`config.mk`:
```
export PLATFORM = sky130hd
export DESIGN_NAME = awg_seq_ctrl
export DESIGN_NICKNAME = d
export VERILOG_FILES = /design/src/rtl/awg_pkg.sv /design/src/rtl/awg_tick_gen.sv /design/src/rtl/awg_seq_ctrl.sv
export SDC_FILE = /design/constraint.sdc
export NUM_CORES = 1
export LEC_CHECK = 0
export ABC_CLOCK_PERIOD_IN_PS = 2700
export CAP_MARGIN = 10
export CORE_MARGIN = 10
export CORE_UTILIZATION = 40
export DETAILED_ROUTE_END_ITERATION = 7
export GPL_TIMING_DRIVEN = 0
export PLACE_DENSITY_LB_ADDON = 0.3
export SETUP_SLACK_MARGIN = 0.2
export SYNTH_ARGS = -nofsm -noshare
export SYNTH_HDL_FRONTEND = slang
export SYNTH_SLANG_ARGS = --single-unit
export TNS_END_PERCENT = 5
```
`constraint.sdc`:
```
create_clock -name clk -period 2.7 [get_ports clk]
set_clock_uncertainty 0.15 [all_clocks]
set_input_delay 0.405 -clock clk [delete_from_list [all_inputs] [get_ports clk]]
set_output_delay 0.405 -clock clk [all_outputs]
set_load 0.005 [all_outputs]
```
`src/rtl/awg_pkg.sv`:
```
// Shared definitions for the AWG sequencer: wave codes, table entry layout,
// FSM encoding and the saturating sweep adder.
package awg_pkg;

   localparam logic [2:0] WAVE_SAW  = 3'd0;
   localparam logic [2:0] WAVE_TRI  = 3'd1;
   localparam logic [2:0] WAVE_SQR  = 3'd2;
   localparam logic [2:0] WAVE_SIN  = 3'd3;
   localparam logic [2:0] WAVE_RAND = 3'd4;
   localparam logic [2:0] WAVE_OFF  = 3'd7;

   localparam int WAVE_W  = 3;
   localparam int FREQ_W  = 12;
   localparam int STEP_W  = 8;
   localparam int AMP_W   = 3;
   localparam int PHASE_W = 8;
   localparam int DWELL_W = 8;
   localparam int ENTRY_W = WAVE_W + FREQ_W + STEP_W + AMP_W + PHASE_W + DWELL_W;

   // Field order matches the cfg_wdata packing, MSB first.
   typedef struct packed {
      logic [WAVE_W-1:0]  wave;
      logic [FREQ_W-1:0]  freq;
      logic [STEP_W-1:0]  step;
      logic [AMP_W-1:0]   amp;
      logic [PHASE_W-1:0] phase;
      logic [DWELL_W-1:0] dwell;
   } entry_t;

   typedef enum logic [1:0] {
      ST_IDLE  = 2'd0,
      ST_LOAD  = 2'd1,
      ST_DWELL = 2'd2,
      ST_NEXT  = 2'd3
   } fsm_t;

   function automatic logic [FREQ_W-1:0] sat_add(input logic [FREQ_W-1:0] a,
                                                 input logic [STEP_W-1:0] b);
      logic [FREQ_W:0] sum;
      sum = {1'b0, a} + {{(FREQ_W + 1 - STEP_W){1'b0}}, b};
      return sum[FREQ_W] ? {FREQ_W{1'b1}} : sum[FREQ_W-1:0];
   endfunction

endpackage

```
`src/rtl/awg_tick_gen.sv`:
```
// Dwell/sweep prescaler: counts 0..TICK_DIV-1 while enabled and flags the
// wrap cycle as a one-cycle tick. clr holds the count at zero.
module awg_tick_gen #(
   parameter int TICK_DIV = 50000
) (
   input  logic clk,
   input  logic rst_n,
   input  logic clr,
   output logic tick
);

   localparam int CNT_W = (TICK_DIV > 2) ? $clog2(TICK_DIV) : 1;
   localparam logic [CNT_W-1:0] CNT_MAX = CNT_W'(TICK_DIV - 1);

   logic [CNT_W-1:0] cnt_reg;
   logic [CNT_W-1:0] cnt_next;

   always_comb begin
      tick     = !clr && (cnt_reg == CNT_MAX);
      cnt_next = (clr || tick) ? '0 : cnt_reg + 1'b1;
   end

   always_ff @(posedge clk or negedge rst_n) begin
      if (!rst_n) cnt_reg <= '0;
      else        cnt_reg <= cnt_next;
   end

endmodule

```
`src/rtl/awg_seq_ctrl.sv`:
```
// Table-driven sequencer feeding sig_gen: plays entries 0..last_idx, each for
// max(dwell,1) ticks with an optional saturating frequency sweep.
module awg_seq_ctrl
   import awg_pkg::*;
#(
   parameter int DEPTH    = 8,
   parameter int ADDR_W   = 3,
   parameter int TICK_DIV = 50000
) (
   input  logic               clk,
   input  logic               rst_n,
   input  logic               cfg_we,
   input  logic [ADDR_W-1:0]  cfg_addr,
   input  logic [ENTRY_W-1:0] cfg_wdata,
   input  logic [ADDR_W-1:0]  last_idx,
   input  logic               loop_en,
   input  logic               start,
   input  logic               stop,
   output logic [2:0]         state,
   output logic [11:0]        state_freq,
   output logic [2:0]         state_amp,
   output logic [7:0]         state_phase,
   output logic               busy,
   output logic               done,
   output logic [ADDR_W-1:0]  cur_idx
);

   entry_t tbl_mem [DEPTH];
   entry_t rd_entry;

   fsm_t               fsm_reg, fsm_next;
   logic [ADDR_W-1:0]  idx_reg, idx_next;
   logic [WAVE_W-1:0]  wave_reg, wave_next;
   logic [FREQ_W-1:0]  freq_reg, freq_next;
   logic [AMP_W-1:0]   amp_reg, amp_next;
   logic [PHASE_W-1:0] phase_reg, phase_next;
   logic [STEP_W-1:0]  step_reg, step_next;
   logic [DWELL_W-1:0] dwell_reg, dwell_next;
   logic [DWELL_W-1:0] tick_cnt_reg, tick_cnt_next;
   logic               done_reg, done_next;
   logic [DWELL_W-1:0] dwell_eff;
   logic               tick;
   logic               dwell_hit;

   // Writes land at the edge, so a LOAD in the same cycle still sees old data.
   always_ff @(posedge clk) begin
      if (cfg_we) tbl_mem[cfg_addr] <= entry_t'(cfg_wdata);
   end

   assign rd_entry = tbl_mem[idx_reg];

   awg_tick_gen #(.TICK_DIV(TICK_DIV)) u_tick_gen (
      .clk   (clk),
      .rst_n (rst_n),
      .clr   (fsm_reg != ST_DWELL),
      .tick  (tick)
   );

   assign dwell_eff = (dwell_reg == '0) ? DWELL_W'(1) : dwell_reg;
   assign dwell_hit = tick && ((tick_cnt_reg + 1'b1) >= dwell_eff);

   always_ff @(posedge clk or negedge rst_n) begin
      if (!rst_n) fsm_reg <= ST_IDLE;
      else        fsm_reg <= fsm_next;
   end

   always_comb begin
      fsm_next = fsm_reg;
      if (stop) begin
         fsm_next = ST_IDLE;
      end else if (start) begin
         fsm_next = ST_LOAD;
      end else begin
         case (fsm_reg)
            ST_IDLE:  fsm_next = ST_IDLE;
            ST_LOAD:  fsm_next = ST_DWELL;
            ST_DWELL: if (dwell_hit) fsm_next = ST_NEXT;
            ST_NEXT:  fsm_next = (idx_reg < last_idx || loop_en) ? ST_LOAD : ST_IDLE;
            default:  fsm_next = ST_IDLE;
         endcase
      end
   end

   always_comb begin
      idx_next      = idx_reg;
      wave_next     = wave_reg;
      freq_next     = freq_reg;
      amp_next      = amp_reg;
      phase_next    = phase_reg;
      step_next     = step_reg;
      dwell_next    = dwell_reg;
      tick_cnt_next = tick_cnt_reg;
      done_next     = 1'b0;
      if (stop) begin
         wave_next = WAVE_OFF;
      end else if (start) begin
         idx_next = '0;
      end else begin
         case (fsm_reg)
            ST_LOAD: begin
               wave_next     = rd_entry.wave;
               freq_next     = rd_entry.freq;
               amp_next      = rd_entry.amp;
               phase_next    = rd_entry.phase;
               step_next     = rd_entry.step;
               dwell_next    = rd_entry.dwell;
               tick_cnt_next = '0;
            end
            ST_DWELL: begin
               if (tick) begin
                  freq_next     = sat_add(freq_reg, step_reg);
                  tick_cnt_next = tick_cnt_reg + 1'b1;
               end
            end
            ST_NEXT: begin
               if (idx_reg < last_idx) begin
                  idx_next = idx_reg + 1'b1;
               end else if (loop_en) begin
                  idx_next = '0;
               end else begin
                  done_next = 1'b1;
                  wave_next = WAVE_OFF;
               end
            end
            default: ;
         endcase
      end
   end

   always_ff @(posedge clk or negedge rst_n) begin
      if (!rst_n) begin
         idx_reg      <= '0;
         wave_reg     <= WAVE_OFF;
         freq_reg     <= '0;
         amp_reg      <= '0;
         phase_reg    <= '0;
         step_reg     <= '0;
         dwell_reg    <= '0;
         tick_cnt_reg <= '0;
         done_reg     <= 1'b0;
      end else begin
         idx_reg      <= idx_next;
         wave_reg     <= wave_next;
         freq_reg     <= freq_next;
         amp_reg      <= amp_next;
         phase_reg    <= phase_next;
         step_reg     <= step_next;
         dwell_reg    <= dwell_next;
         tick_cnt_reg <= tick_cnt_next;
         done_reg     <= done_next;
      end
   end

   assign state       = wave_reg;
   assign state_freq  = freq_reg;
   assign state_amp   = amp_reg;
   assign state_phase = phase_reg;
   assign busy        = (fsm_reg != ST_IDLE);
   assign done        = done_reg;
   assign cur_idx     = idx_reg;

endmodule

```
==> flow_metrics.py, run 1 <==
metrics = {
    "critical_path": {
        "path_delay_family": "compound AO/OA/AOI/OAI gates",
        "cp_data_required_time_ns": 2.96,
        "critPathMaxStageDelay_ns": 0.58,
        "slowest_stage": "or4b_4",
        "critPathMaxFanout": 10,
        "reg2reg_from": "u_tick_gen.cnt_reg[10]$_DFF_PN0_",
        "crit_arrival_ns": 2.77,
        "crit_chain": "or4b_4, o41ai_4, nand3_2, buf_6, a22oi_2, o221a_1, o31ai_1",
        "crit_path_end_kind": "flip-flop",
        "critPathKind": "flip-flop to flip-flop",
        "crit_buf_inv": 1,
        "cp-start-kind": "flip-flop",
        "crit_path_start": "u_tick_gen.cnt_reg[10]$_DFF_PN0_",
    },
    "pwr": {
        "ir_worst_vdd_mv": 0.496,
        "power.leakage_nw": 6.69,
        "pwr_density_cell_nw_per_um2": 757,
    },
    "yosys": {
        "synth_edf_count": 336,
        "seq_area_frac_synth_pct": 72.1,
        "syn_inst": 916,
        "syn_nets": 996,
        "synthTopCellsByCount": "edfxtp_1, mux4_2, dfrtp_1, nor2_1, a21oi_1",
        "synth.largest_area_cell": "edfxtp_1",
        "yosys-top-cells-area": "edfxtp_1, mux4_2, dfrtp_1",
        "syn-cell-area_um2": 16500,
        "yosys_warnings": 0,
        "syn_avg_cell_area_um2": 18.0,
        "yosysMostFrequentCell": "edfxtp_1",
        "synth_top_area_share_pct": 61.2,
        "synthArstFlopShare_pct": 17.6,
        "synth-seq-cells": 408,
        "synth_ff_type": "edfxtp_1",
        "ys_types": 61,
    },
    "drt": {
        "final_antenna_net_count": 0,
        "first_pass_iters": 5,
        "wl_per_cell_um": 22.3,
        "drc": 0,
        "vias": 8773,
        "routed_wl_um": 36400,
        "drtIter0Drc": 632,
        "via_per_inst": 5.37,
    },
    "global_routing": {
        "grt_usage_pct": 14.6,
        "grt_pass1_vias": 9086,
        "overflow": 0,
        "grt_pass1_wl_um": 56200,
        "grt_max_degree": 52,
        "antenna_found_initial": 5,
    },
    "sta": {
        "final-max-slew-violation-count": 0,
        "rsz0062_at_grt": "yes",
        "worst_pin_slew_ns": 0.972,
        "finalSetupViolations": 0,
        "max_slew_margin_pct": 35.2,
        "period_share_pct": 92.9,
        "fmax_mhz": 398,
        "fin_crit_ns": 2.51,
        "hold_viol": 0,
    },
    "cells_and_area": {
        "fillers": 3349,
        "seq_area_um2": 11900,
        "final_cell_area_um2": 20000,
        "area_growth_pct": 21.5,
        "utilization_pct": 49.1,
        "drive_gt1_share_pct": 21.2,
        "largest_register_ffs": 336,
        "multi_input_area_um2": 4480,
        "nets": 1149,
        "antenna_cells": 0,
    },
    "min_path": {
        "min_path_type": "input pin to flip-flop",
        "hold_start": "stop",
    },
    "clocking": {
        "cts.path.max_buffers": 3,
        "cts_sinks": 408,
        "clk_latency_ns": 0.56,
        "cts_root_buf": "clkbuf_16",
        "cts_buffers": 42,
        "cts_tree": "yes",
        "path_clk_slew_ns": 0.06,
        "htreeDepth": 2,
    },
    "floorplanning": {
        "core_um2": 40800,
        "start_util_pct": 40.4,
        "dieArea_um2": 49800,
        "ios": 85,
        "num_rows": 74,
        "die_w_um": 223,
        "fp.dieH_um": 223,
    },
    "place": {
        "hpwl_um": 24200,
        "dpl_cell_area_um2": 18500,
        "gp_congestion": 0.802,
        "port_buffers": 83,
    },
    "status": {
        "status": "finished clean",
    },
    "flow_run": {
        "drv_cap": 0,
    },
}
metrics by stage:
stage | setup WS [ns] | setup TNS, ns | power (mW) | cells | hold slack [ns]
4_1_cts | 0.160 | 0 | 15.3 | 1633 | 0.128
5_1_grt | 0.0910 | 0 | 15.8 | 1635 | 0.189
2_1_floorplan | -0.278 | -66.23 | 8.58 | 916 | -0.0406
3_5_place_dp | -0.524 | -20.38 | 9.49 | 1549 | 0.204
6_report | 0.190 | 0 | 15.2 | 1635 | 0.162
3_3_place_gp | -2.81 | -1048.27 | 9.40 | 1531 | 0.332
routing by layer:
metal  GRT usage (%)  vias up  wire length, um
li1                -     3958                -
met1            19.9     4539            16400
met2            23.4      203            17500
met3            2.75       63             1660
met4            4.14       10              783
met5               0        -               73
what timing repair did:
item                                    in CTS  in global routing
hold buffers                                 1                  0
endpoints found under the hold margin       42                  0
endpoints found under the setup margin      63                 35
gates resized for setup                     41                  8
pin swaps                                    3                  2
buffers inserted                             5                  2
placed cells by master, fill, tap and decap left out, drive strengths merged, types with 11 or more instances in the layout:
cell type / count
edfxtp: 336
mux4: 84
clkdlybuf4s50: 82
clkbuf: 79
dfrtp: 69
nor2: 58
a21oi: 50
buf: 44
mux2i: 38
nand2: 36
ha: 25
inv: 22
o21ai: 22
clkinv: 14
nand3: 11
cell type report:
class / instances / share of cell area, %
Buffer: 40 / 1.21
Clock buffer: 59 / 5.71
Inverter: 22 / 0.412
Sequential cell: 408 / 59.4
Timing Repair Buffer: 109 / 6.47
Clock inverter: 19 / 1.19
Tap cell: 532 / 3.32
Multi-Input combinational cell: 446 / 22.3
final timing paths:
check	cells after the start	slack (ns)	to
max	7	0.19	state_freq[9]$_DFFE_PN0P_
min in group asynchronous	2	0.18	cur_idx[2]$_DFFE_PN0P_
min reg2reg	2	0.35	tick_cnt_reg[7]$_DFFE_PN0P_
min	2	0.16	fsm_reg[1]$_DFFE_PN0P_
max reg2reg	7	0.19	state_freq[9]$_DFFE_PN0P_
max in group asynchronous	3	1.61	tick_cnt_reg[0]$_DFFE_PN0P_
power breakdown:
| part | internal (mW) | switching [mW] |
|---|---|---|
| Sequential | 7.23 | 0.294 |
| Combinational | 0.931 | 0.964 |
| Clock | 3.37 | 2.38 |
cells by family after synthesis:
| logic type | share of synthesized area (%) |
|---|---|
| AOI/OAI and AO/OA | 4.45 |
| xor gates and xnor gates | 0.956 |
| adders and majority gates | 2.02 |
| buffers and inverters | 1.54 |
| DFF | 72.1 |
| muxes | 14.3 |
| and+or+nand+nor | 4.59 |
No activity file was read; power rests on OpenSTA's default activity.
==> inputs of run 2 (changes only) <==
==> constraint.sdc (replaced) <==
create_clock -name clk -period 2.7 [get_ports clk]
set_clock_uncertainty 0.15 [all_clocks]
set_input_delay 0.405 -clock clk [delete_from_list [all_inputs] [get_ports clk]]
set_output_delay 0.405 -clock clk [all_outputs]
set_load 0.01 [all_outputs]
==> results of run 2 <==
Same layout as run 1 (identical final DEF). Status: finished clean.
